### config.mk
export PLATFORM = sky130hd
export DESIGN_NAME = serial_negate_scheduler
export DESIGN_NICKNAME = d
export VERILOG_FILES = /design/src/rtl/serial_negate_scheduler.sv
export SDC_FILE = /design/constraint.sdc
export NUM_CORES = 1
export LEC_CHECK = 0
export ABC_AREA = 1
export BUFFER_PORTS_ARGS = -buffer_cell sky130_fd_sc_hd__buf_2
export CELL_PAD_IN_SITES_DETAIL_PLACEMENT = 1
export CELL_PAD_IN_SITES_GLOBAL_PLACEMENT = 1
export CORE_MARGIN = 4
export CORE_UTILIZATION = 39
export DETAILED_ROUTE_END_ITERATION = 12
export GPL_ROUTABILITY_DRIVEN = 0
export PLACE_DENSITY = 0.84
export SYNTH_ARGS = -nofsm -noshare
export SYNTH_HDL_FRONTEND = slang
export SYNTH_SLANG_ARGS = --single-unit
export TNS_END_PERCENT = 20
### constraint.sdc
create_clock -name clk -period 4.6 [get_ports clk]
set_input_delay 0.23 -clock clk [delete_from_list [all_inputs] [get_ports clk]]
set_output_delay 0.23 -clock clk [all_outputs]
set_load 0.02 [all_outputs]
### src/rtl/serial_negate_scheduler.sv
// Round-robin share of one LSB-first serial negator among NREQ requesters; gnt in cycle 0, result in cycle WIDTH+2.
// One word in flight; DONE holds out_* until out_ready, and req is only sampled in IDLE.
module serial_negate_scheduler #(
    parameter int WIDTH = 8,
    parameter int NREQ  = 4,
    localparam int IDW  = $clog2(NREQ),
    localparam int CW   = $clog2(WIDTH) + 1
) (
    input  logic                  clk,
    input  logic                  areset_n,
    input  logic [NREQ-1:0]       req,
    input  logic [NREQ*WIDTH-1:0] req_data,
    output logic [NREQ-1:0]       gnt,
    output logic                  busy,
    output logic                  ser_clr,
    output logic                  ser_x,
    input  logic                  ser_z,
    output logic                  out_valid,
    input  logic                  out_ready,
    output logic [WIDTH-1:0]      out_data,
    output logic [IDW-1:0]        out_id,
    output logic                  out_ovf
);

    typedef enum logic [1:0] {IDLE, LOAD, SHIFT, DONE} state_t;

    state_t           state, state_nxt;
    logic [IDW-1:0]   rr_ptr;
    logic [IDW-1:0]   pick;
    logic             pick_vld;
    logic [WIDTH-1:0] pick_word;
    logic [WIDTH-1:0] sr;
    logic [CW-1:0]    cnt;

    // First requester at or after rr_ptr, wrapping.
    always_comb begin
        pick     = '0;
        pick_vld = 1'b0;
        for (int o = 0; o < NREQ; o++) begin
            if (!pick_vld && req[(int'(rr_ptr) + o) % NREQ]) begin
                pick_vld = 1'b1;
                pick     = IDW'((int'(rr_ptr) + o) % NREQ);
            end
        end
    end

    assign pick_word = req_data[pick*WIDTH +: WIDTH];

    always_comb begin
        state_nxt = state;
        gnt       = '0;
        case (state)
            IDLE: begin
                if (pick_vld) begin
                    state_nxt = LOAD;
                    gnt       = NREQ'(1) << pick;
                end
            end
            LOAD:  state_nxt = SHIFT;
            SHIFT: if (cnt == CW'(WIDTH - 1)) state_nxt = DONE;
            DONE:  if (out_ready) state_nxt = IDLE;
            default: state_nxt = IDLE;
        endcase
    end

    assign busy      = (state != IDLE);
    assign out_valid = (state == DONE);

    // sr carries the operand out of bit 0 while result bits enter at the MSB.
    always_ff @(posedge clk or negedge areset_n) begin
        if (!areset_n) begin
            state    <= IDLE;
            rr_ptr   <= '0;
            sr       <= '0;
            cnt      <= '0;
            ser_clr  <= 1'b1;
            ser_x    <= 1'b0;
            out_data <= '0;
            out_id   <= '0;
            out_ovf  <= 1'b0;
        end else begin
            state   <= state_nxt;
            ser_clr <= (state_nxt == IDLE) || (state_nxt == LOAD);
            ser_x   <= (state_nxt == SHIFT) ? sr[0] : 1'b0;
            case (state)
                IDLE: begin
                    if (pick_vld) begin
                        sr      <= pick_word;
                        out_id  <= pick;
                        out_ovf <= (pick_word == {1'b1, {(WIDTH-1){1'b0}}});
                        cnt     <= '0;
                    end
                end
                LOAD: begin
                    rr_ptr <= IDW'((int'(out_id) + 1) % NREQ);
                    sr     <= {1'b0, sr[WIDTH-1:1]};
                end
                SHIFT: begin
                    sr <= {ser_z, sr[WIDTH-1:1]};
                    if (cnt == CW'(WIDTH - 1)) begin
                        cnt      <= '0;
                        out_data <= {ser_z, sr[WIDTH-1:1]};
                    end else begin
                        cnt <= cnt + CW'(1);
                    end
                end
                default: ;
            endcase
        end
    end

endmodule

==> flow_metrics.py, run 1 <==
metrics = {
    "outcome": {
        "outcome": "finished with violations",
        "violations_in_the_final_reports": "hold timing",
    },
    "floorplan": {
        "placeableCoreArea_um2": 5140,
        "dieWidth_um": 81.0,
        "die-area_um2": 6560,
        "starting_density_of_the_core_pct": 40.4,
        "die_h_um": 81.0,
        "fp-row-count": 26,
        "top_level_ports": 59,
    },
    "sta": {
        "max-slew-margin-rel_pct": 58.0,
        "finalHoldViolCount": 28,
        "rsz0062_at_grt": "false",
        "max_freq_ghz": 0.355,
        "timing.clock.skew_ns": 0.00540,
        "whs_ns": -0.0266,
        "tns_ns": 0,
        "worst_slew_pin_slew_ns": 0.631,
        "layout_worst_path_cycle_share_pct": 61.3,
        "setup-violations-final": 0,
        "period_needed_ns": 2.82,
        "slew_viol_final": 0,
    },
    "clock_tree": {
        "cts_setup_buffers": 0,
        "num_clock_sinks": 29,
        "cts.htree.levels": 2,
        "cts_buffer_depth": 2,
        "tritoncts": "yes",
        "hold_buffers": 0,
        "cts_resized": 0,
        "clock_insertion_delay_worst_skew_ns": 0.27,
        "numCtsBuffers": 5,
        "ctsRootBufferMaster": "sky130_fd_sc_hd__clkbuf_8",
        "clk_pin_slew_ns": 0.06,
    },
    "finish": {
        "most_frequent_cells_in_the_layout": "95 x sky130_fd_sc_hd__nand2_1, 58 x sky130_fd_sc_hd__buf_2, 36 x sky130_fd_sc_hd__inv_1",
        "layout-drive-gt1-share_pct": 26.1,
        "layout.nets": 393,
        "fin_util_pct": 47.5,
        "area_added_between_synthesis_and_finish_pct": 17.6,
        "antenna_cells_inserted": 0,
        "layout_commonest_cell": "sky130_fd_sc_hd__nand2_1",
    },
    "flow_run": {
        "cap_viol_max_count": 0,
    },
    "worst_setup_path": {
        "crit-reg2reg-launch": "rr_ptr[0]",
        "crit_path_max_fanout": 20,
        "cp.required_ns": 4.37,
        "worstSetupEndpoint": "gnt[1]",
        "rr_worst_depth": 15,
        "capturing_point_of_the_worst_reg2reg_path": "out_ovf",
        "timing.critical_path.to_type": "output pin",
        "r2r_slack_ns": 2.03,
        "timing.setup.critical_path_class": "register to output pin",
        "crit_path_start": "rr_ptr[0]",
        "critPathLaunchType": "register",
        "crit_arrival_ns": 2.59,
    },
    "synth": {
        "yosys_register_bits": 29,
        "synth_fp_nets": 338,
        "ys_top_cells_by_area": "sky130_fd_sc_hd__dfrtp_1 34%, sky130_fd_sc_hd__nand2_1 17%, sky130_fd_sc_hd__nand3_1 7.0%",
        "synth_largest_area_cell": "sky130_fd_sc_hd__dfrtp_1",
        "postSynthAreaPerCell_um2": 7.09,
        "synth_warn": 0,
        "synth_cell_types": 31,
        "synthesis.instances": 293,
        "syn-cell-area_um2": 2080,
        "synth.yosys.seq_area_share_pct": 35.0,
        "synthDominantCellAreaShare_pct": 33.7,
    },
    "route": {
        "via_per_inst": 5.02,
        "routedWlPerCell_um": 13.7,
        "routed-via-count": 2105,
        "initialDrtViolationCount": 67,
        "dr.pass1.iters": 4,
        "postRouteWirelength_mm": 5.73,
        "drt.antenna.violating_nets": 0,
        "post-route-drc-count": 0,
    },
    "min_path": {
        "worst_hold_path_type": "primary input to async pin",
    },
    "placed_design": {
        "hpwl_mm": 4.57,
        "place.port_buffers": 58,
    },
    "global_routing": {
        "grt_start_max_net_pins": 30,
        "grt_usage_pct": 18.7,
        "first_global_vias": 2107,
        "overflow_left_after_global_routing": 0,
        "antenna_found_initial": 0,
        "first_pass_grt_wire_length_mm": 9.69,
    },
    "power_and_ir_drop": {
        "pwr_density_cell_nw_per_um2": 867,
        "worst_ir_drop_vdd_mv": 0.316,
        "p_leak_nw": 1.37,
    },
}
-- sequential cells by signal, summed over array words and instances (netlist names) --
name and cells:
ser_x 1, sr 8, out_id 2, ser_clr 1, rr_ptr 2, out_ovf 1
state 2, cnt 4, out_data 8
-- Yosys cell counts (all sizes together) --
master  count
dfrtp      28
xnor2       1
o21a        2
nor2       20
clkinv      1
ha          5
buf         8
o211ai      3
a31oi       8
nand3      32
nand2     104
o21ai      11
dfstp       1
nand4      13
a21oi      10
clkbuf      2
a22oi       4
inv        40
-- report_power, final --
group | internal [W] | total, W | leakage [nW] | switching (W)
Clock | 0.000104 | 0.000196 | 0.0450 | 0.0000914
Sequential | 0.000354 | 0.000435 | 0.365 | 0.0000812
Combinational | 0.000473 | 0.00149 | 0.962 | 0.00101
-- worst max-delay path: stages, from the launching register on --
cell	delay, ns
sky130_fd_sc_hd__dfrtp_1	0.58
sky130_fd_sc_hd__inv_2	0.16
sky130_fd_sc_hd__nand2_1	0.11
sky130_fd_sc_hd__nand2_2	0.09
sky130_fd_sc_hd__nand2_1	0.07
sky130_fd_sc_hd__nand2_1	0.05
sky130_fd_sc_hd__nand2_1	0.08
sky130_fd_sc_hd__nand2_1	0.07
sky130_fd_sc_hd__nand2_2	0.21
sky130_fd_sc_hd__nand3_2	0.39
sky130_fd_sc_hd__inv_2	0.18
sky130_fd_sc_hd__nand3_1	0.09
sky130_fd_sc_hd__inv_1	0.06
sky130_fd_sc_hd__buf_2	0.15
-- how the worst min path moves through the flow --
stage	start	end	slack [ns]	cells past startpoint
2_1_floorplan	areset_n	cnt[0]	-0.07	0
3_3_place_gp	areset_n	cnt[3]	0.29	1
3_5_place_dp	areset_n	out_data[7]	0.30	1
4_1_cts	areset_n	ser_x	0.0002	1
5_1_grt	areset_n	rr_ptr[0]	0.01	1
6_report	areset_n	ser_x	-0.03	1
-- final cells by class --
class / instances / area [um2]
Tap cell: 70 / 87.6
Clock buffer: 6 / 72.6
Inverter: 41 / 159
Multi-Input combinational cell: 213 / 1100
Clock inverter: 2 / 10.0
Sequential cell: 29 / 727
Fill cell: 724 / 2700
Timing Repair Buffer: 58 / 290
-- routing by layer --
layer  vias to the layer above  share of wire [%]  GRT usage, %
li1                       1059                  -             -
met1                       996                 45          23.9
met2                        47                 50          32.5
met3                         3                4.3          4.21
met4                         0               0.30          3.21
met5                         -                  0             0
-- through the flow --
step	cell area, um2	power, W	hold slack (ns)	cells	worst slack (ns)
after floorplan	2080	0.00168	-0.0656	293	2.76
after global placement	2360	0.00188	0.294	411	2.12
after detailed placement	2360	0.00193	0.297	411	2.01
after CTS	2440	0.00213	0.000217	419	1.77
after global routing	2440	0.00235	0.0108	419	1.45
final	2440	0.00212	-0.0266	419	1.78
-- kinds of logic (layout without fill, tap and decap cells) --
group / Yosys count / count (layout) / synth area share, %
xor+xnor: 1 / 1 / 0.422
simple gates: 169 / 169 / 36.9
buf+inv: 51 / 107 / 12.2
flops: 29 / 29 / 35.0
compound gates: 38 / 38 / 12.4
fa+ha+maj: 5 / 5 / 3.01
Note: power is estimated with default switching activity, not from simulation.
==> run 2: changes to the inputs <==
Settings changed: CORE_UTILIZATION 39 to 37, PLACE_DENSITY 0.84 to 0.81.
Clock period 4.6 ns to 2.8 ns, I/O delays scaled along.
==> flow_metrics.py, run 2 (same netlist as run 1, synthesis figures left out) <==
metrics = {
    "sta": {
        "layout_worst_path_cycle_share_pct": 91.2,
        "period_needed_ns": 2.55,
        "timing.clock.skew_ns": 0.00281,
        "whs_ns": 0.0803,
        "worst_slew_pin_slew_ns": 0.647,
        "setup-violations-final": 0,
        "rsz0062_at_grt": "false",
        "max_freq_ghz": 0.392,
        "max-slew-margin-rel_pct": 56.9,
        "finalHoldViolCount": 0,
        "setup_slack_ns": 0.248,
        "slew_viol_final": 0,
        "tns_ns": 0,
    },
    "worst_setup_path": {
        "worst_path_largest_cell_delay_ns": 0.57,
        "critPathLaunchType": "register",
        "crit_arrival_ns": 2.41,
        "crit_path_top_cell_by_count": "sky130_fd_sc_hd__nand2_1",
        "timing.critical_path.slowest_stage_cell": "sky130_fd_sc_hd__dfrtp_1",
        "crit_path_max_fanout": 11,
        "path_cells": "inv_2 -> nand2_1 -> nand2_1 -> nand2_1 -> nand2_2 -> nor2_4 -> nand3_1 -> nand3_1 -> nand2_2 -> clkinv_4 -> nand2_1 -> nor2_1 -> buf_2",
        "timing.critical_path.to_type": "output pin",
        "timing.setup.critical_path_class": "register to output pin",
        "cp.required_ns": 2.66,
    },
    "floorplan": {
        "fp-row-count": 27,
        "placeableCoreArea_um2": 5470,
        "die-area_um2": 6880,
        "die_h_um": 82.9,
        "top_level_ports": 59,
        "starting_density_of_the_core_pct": 38.0,
        "dieWidth_um": 82.9,
    },
    "placed_design": {
        "hpwl_mm": 4.61,
        "place_worst_setup_slack_ns": 0.326,
        "placed_instance_area_um2": 2380,
        "place.port_buffers": 58,
    },
    "clock_tree": {
        "clock_insertion_delay_worst_skew_ns": 0.28,
        "cts.htree.levels": 2,
        "numCtsBuffers": 5,
        "num_clock_sinks": 29,
        "cts_buffer_depth": 2,
        "clk_pin_slew_ns": 0.06,
        "cts_setup_buffers": 0,
        "ctsRootBufferMaster": "sky130_fd_sc_hd__clkbuf_8",
        "tritoncts": "yes",
    },
    "power_and_ir_drop": {
        "share_clk_of_total_power_pct": 10.6,
        "p_sw_w": 0.00201,
        "worst_ir_drop_vdd_mv": 0.594,
        "p_leak_nw": 1.40,
        "pwr_density_cell_nw_per_um2": 1450,
        "comb_power_share_pct": 69.8,
        "pwr-share-seq_pct": 19.6,
        "p_int_w": 0.00161,
        "power.share.switching_pct": 55.5,
    },
    "route": {
        "postRouteWirelength_mm": 5.98,
        "routed-via-count": 2129,
        "initialDrtViolationCount": 72,
        "routedWlPerCell_um": 14.1,
        "post-route-drc-count": 0,
        "dr.pass1.iters": 4,
        "drt.antenna.violating_nets": 0,
        "via_per_inst": 5.02,
    },
    "finish": {
        "layout_commonest_cell": "sky130_fd_sc_hd__nand2_1",
        "finalInstanceArea_um2": 2500,
        "fin_util_pct": 45.6,
        "antenna_cells_inserted": 0,
        "layout.nets": 396,
        "ff_latch_area_um2": 727,
        "fillerInstances": 751,
        "layout-drive-gt1-share_pct": 26.7,
        "most_frequent_cells_in_the_layout": "95 x sky130_fd_sc_hd__nand2_1, 58 x sky130_fd_sc_hd__buf_2, 36 x sky130_fd_sc_hd__inv_1",
        "reg_top3": "out_data x8, sr x8, cnt x4",
        "area_added_between_synthesis_and_finish_pct": 20.2,
        "multi_input_area_um2": 1100,
    },
    "outcome": {
        "outcome": "finished, final reports clean",
    },
    "flow_run": {
        "cap_viol_max_count": 0,
    },
    "global_routing": {
        "grt_usage_pct": 18.3,
        "overflow_left_after_global_routing": 0,
        "first_global_vias": 2256,
        "antenna_found_initial": 0,
        "grt_start_max_net_pins": 30,
        "first_pass_grt_wire_length_mm": 10.6,
    },
    "min_path": {
        "worst_hold_path_type": "primary input to register",
    },
}
run 2: metrics by stage:
step	power, W	cells
5_1_grt	0.00402	424
3_5_place_dp	0.00321	415
2_1_floorplan	0.00276	293
4_1_cts	0.00363	424
6_report	0.00362	424
3_3_place_gp	0.00313	415
run 2: path summary, 6_finish.rpt:
check | startpoint | to | slack, ns | cells past startpoint
max in group asynchronous | areset_n | out_data[6] | 1.97 | 2
max reg2reg | rr_ptr[0] | sr[6] | 0.31 | 13
max | rr_ptr[0] | gnt[3] | 0.25 | 13
min in group asynchronous | areset_n | cnt[3] | 0.42 | 2
min | ser_z | out_data[7] | 0.08 | 3
min reg2reg | out_data[7] | out_data[7] | 0.47 | 2
run 2: cell type report:
cell class / count / share of cell area (%)
Inverter: 41 / 6.37
Tap cell: 72 / 3.61
Multi-Input combinational cell: 213 / 44.2
Timing Repair Buffer: 61 / 12.6
Sequential cell: 29 / 29.1
Clock buffer: 7 / 3.86
Clock inverter: 1 / 0.201
run 2: what timing repair did:
item / CTS / global route
hold buffers: 1 / 0
endpoints found under the hold margin: 28 / 0
setup endpoints to repair: 0 / 3
gates resized for setup: 0 / 1
run 2: power groups by stage:
stage	clock network [W]	logic, W	registers [W]
after floorplan	0	0.00206	0.000709
after global placement	0	0.00242	0.000712
after detailed placement	0	0.00250	0.000716
after CTS	0.000390	0.00253	0.000709
after global routing	0.000415	0.00287	0.000733
final	0.000383	0.00253	0.000710
run 2: metal layers:
layer  routed length [um]  global-route usage (%)
met1                 2610                    22.4
met2                 3070                    32.2
met3                  210                    4.07
met4                   89                    5.05
met5                    0                       0
run 2: critical path: cells and delay by family (launching register included):
kind / cells / cell delay, ns
simple gates: 10 / 1.06
flops: 1 / 0.57
buf+inv: 3 / 0.50
==> run 3: changes to the inputs <==
Settings changed: REMOVE_ABC_BUFFERS from default to 1.
==> flow_metrics.py, run 3 (same netlist as run 1, synthesis figures left out) <==
metrics = {
    "outcome": {
        "outcome": "finished, final reports clean",
    },
    "clock_tree": {
        "cts_buffer_depth": 2,
        "numCtsBuffers": 5,
        "ctsRootBufferMaster": "sky130_fd_sc_hd__clkbuf_8",
        "num_clock_sinks": 29,
        "cts.htree.levels": 2,
        "clk_pin_slew_ns": 0.07,
        "tritoncts": "yes",
        "clock_insertion_delay_worst_skew_ns": 0.28,
    },
    "worst_setup_path": {
        "crit_arrival_ns": 2.37,
        "critPathLaunchType": "register",
        "timing.critical_path.to_type": "output pin",
        "crit_path_max_fanout": 11,
        "timing.setup.critical_path_class": "register to output pin",
        "cp.required_ns": 2.66,
    },
    "route": {
        "initialDrtViolationCount": 75,
        "dr.pass1.iters": 5,
        "routed-via-count": 2121,
        "via_per_inst": 5.00,
        "postRouteWirelength_mm": 5.78,
        "post-route-drc-count": 0,
        "drt.antenna.violating_nets": 0,
        "routedWlPerCell_um": 13.6,
    },
    "sta": {
        "setup_slack_ns": 0.289,
        "max-slew-margin-rel_pct": 55.9,
        "layout_worst_path_cycle_share_pct": 89.7,
        "max_freq_ghz": 0.398,
        "rsz0062_at_grt": "false",
        "tns_ns": 0,
        "finalHoldViolCount": 0,
        "timing.clock.skew_ns": 0.00604,
        "worst_slew_pin_slew_ns": 0.661,
        "setup-violations-final": 0,
        "period_needed_ns": 2.51,
        "whs_ns": 0.0912,
        "slew_viol_final": 0,
    },
    "global_routing": {
        "first_global_vias": 2242,
        "grt-busiest-layer": "met2",
        "overflow_left_after_global_routing": 0,
        "groute.layer.met1.usage_pct": 22.0,
        "first_pass_grt_wire_length_mm": 10.2,
        "grt_start_max_net_pins": 30,
        "grt_usage_pct": 17.5,
        "groute.layer.met2.usage_pct": 30.2,
        "grt_util_met3_pct": 4.07,
        "antenna_found_initial": 0,
    },
    "power_and_ir_drop": {
        "share_clk_of_total_power_pct": 9.3,
        "p_int_w": 0.00156,
        "p_sw_w": 0.00197,
        "comb_power_share_pct": 70.6,
        "power.share.switching_pct": 55.8,
        "total_design_power_w": 0.00353,
        "p_leak_nw": 1.39,
        "pwr-share-seq_pct": 20.1,
        "worst_ir_drop_vdd_mv": 0.493,
        "pwr_density_cell_nw_per_um2": 1430,
    },
    "flow_run": {
        "cap_viol_max_count": 0,
    },
    "floorplan": {
        "starting_density_of_the_core_pct": 38.0,
        "dieWidth_um": 82.9,
        "fp-row-count": 27,
        "die-area_um2": 6880,
        "top_level_ports": 59,
        "placeableCoreArea_um2": 5470,
        "die_h_um": 82.9,
    },
    "finish": {
        "layout-drive-gt1-share_pct": 26.4,
        "layout.nets": 396,
        "area_added_between_synthesis_and_finish_pct": 19.3,
        "most_frequent_cells_in_the_layout": "95 x sky130_fd_sc_hd__nand2_1, 58 x sky130_fd_sc_hd__buf_2, 36 x sky130_fd_sc_hd__inv_1",
        "layout_commonest_cell": "sky130_fd_sc_hd__nand2_1",
        "antenna_cells_inserted": 0,
        "reg_top3": "out_data x8, sr x8, cnt x4",
    },
    "min_path": {
        "worst_hold_path_type": "primary input to register",
    },
    "placed_design": {
        "hpwl_mm": 4.57,
        "place.port_buffers": 58,
        "place_worst_setup_slack_ns": 0.372,
    },
}
[run 3: cell count changes in the layout (fill, tap and decap cells not counted)]
cell                       before  now
sky130_fd_sc_hd__clkbuf_8       7    5
sky130_fd_sc_hd__clkbuf_1       0    1
sky130_fd_sc_hd__clkinv_2       1    2
[run 3: cell type report]
type / instances / area, um2
fill: 740 / 3000
multi-input combinational: 213 / 1100
sequential: 29 / 727
timing repair buffer: 61 / 315
inverter: 41 / 159
tap: 72 / 90.1
clock buffer: 6 / 72.6
clock inverter: 2 / 10.0
[run 3: power groups by stage]
| stage | sequential (W) | combinational, W | clock (W) |
|---|---|---|---|
| after detailed placement | 0.000719 | 0.00249 | 0 |
| after CTS | 0.000711 | 0.00250 | 0.000337 |
| after global placement | 0.000714 | 0.00241 | 0 |
| final | 0.000710 | 0.00249 | 0.000330 |
| after global routing | 0.000737 | 0.00285 | 0.000357 |
| after floorplan | 0.000720 | 0.00183 | 0 |
[run 3: worst paths after layout]
| check | to | slack [ns] | start | cells after the start |
|---|---|---|---|---|
| worst max-delay path | gnt[3] | 0.29 | rr_ptr[0] | 13 |
| worst min-delay path | out_data[7] | 0.09 | ser_z | 3 |
| max in group asynchronous | sr[0] | 1.94 | areset_n | 2 |
| worst max register to register | sr[7] | 0.34 | rr_ptr[0] | 13 |
| worst min register to register | out_data[6] | 0.47 | out_data[6] | 2 |
| min in group asynchronous | cnt[3] | 0.43 | areset_n | 2 |
[run 3: per-stage QoR]
stage,util [%],instance area [um2],cells
finish,45.3,2480,424
floorplan,-,1980,283
global placement,43.4,2380,415
CTS,45.1,2470,424
detailed placement,43.4,2380,415
global route,45.3,2480,424
[run 3: worst max-delay path, cell delays in order, from the launching register on]
cell                       delay (ns)
sky130_fd_sc_hd__dfrtp_1         0.57
sky130_fd_sc_hd__inv_2           0.16
sky130_fd_sc_hd__nand2_1         0.10
sky130_fd_sc_hd__nand2_2         0.10
sky130_fd_sc_hd__nand2_2         0.08
sky130_fd_sc_hd__nand2_2         0.06
sky130_fd_sc_hd__nor2_4          0.13
sky130_fd_sc_hd__nand3_1         0.09
sky130_fd_sc_hd__nand3_1         0.09
sky130_fd_sc_hd__nand2_2         0.19
sky130_fd_sc_hd__clkinv_4        0.16
sky130_fd_sc_hd__nand2_1         0.08
sky130_fd_sc_hd__nor2_1          0.11
sky130_fd_sc_hd__buf_2           0.18
[run 3: metal layers]
metal	wire [um]	part of all wire [%]	up-vias
met2	2880	50	50
met3	256	4.4	14
li1	-	-	1066
met1	2510	43	991
met4	131	2.3	0
met5	0	0	-
[run 3: repair_timing]
item                                   4_1_cts  5_1_grt
buffers inserted                             0        0
resized for setup                            0        1
setup endpoints to repair                    0        1
endpoints found under the hold margin       28        0
hold buffers                                 1        0
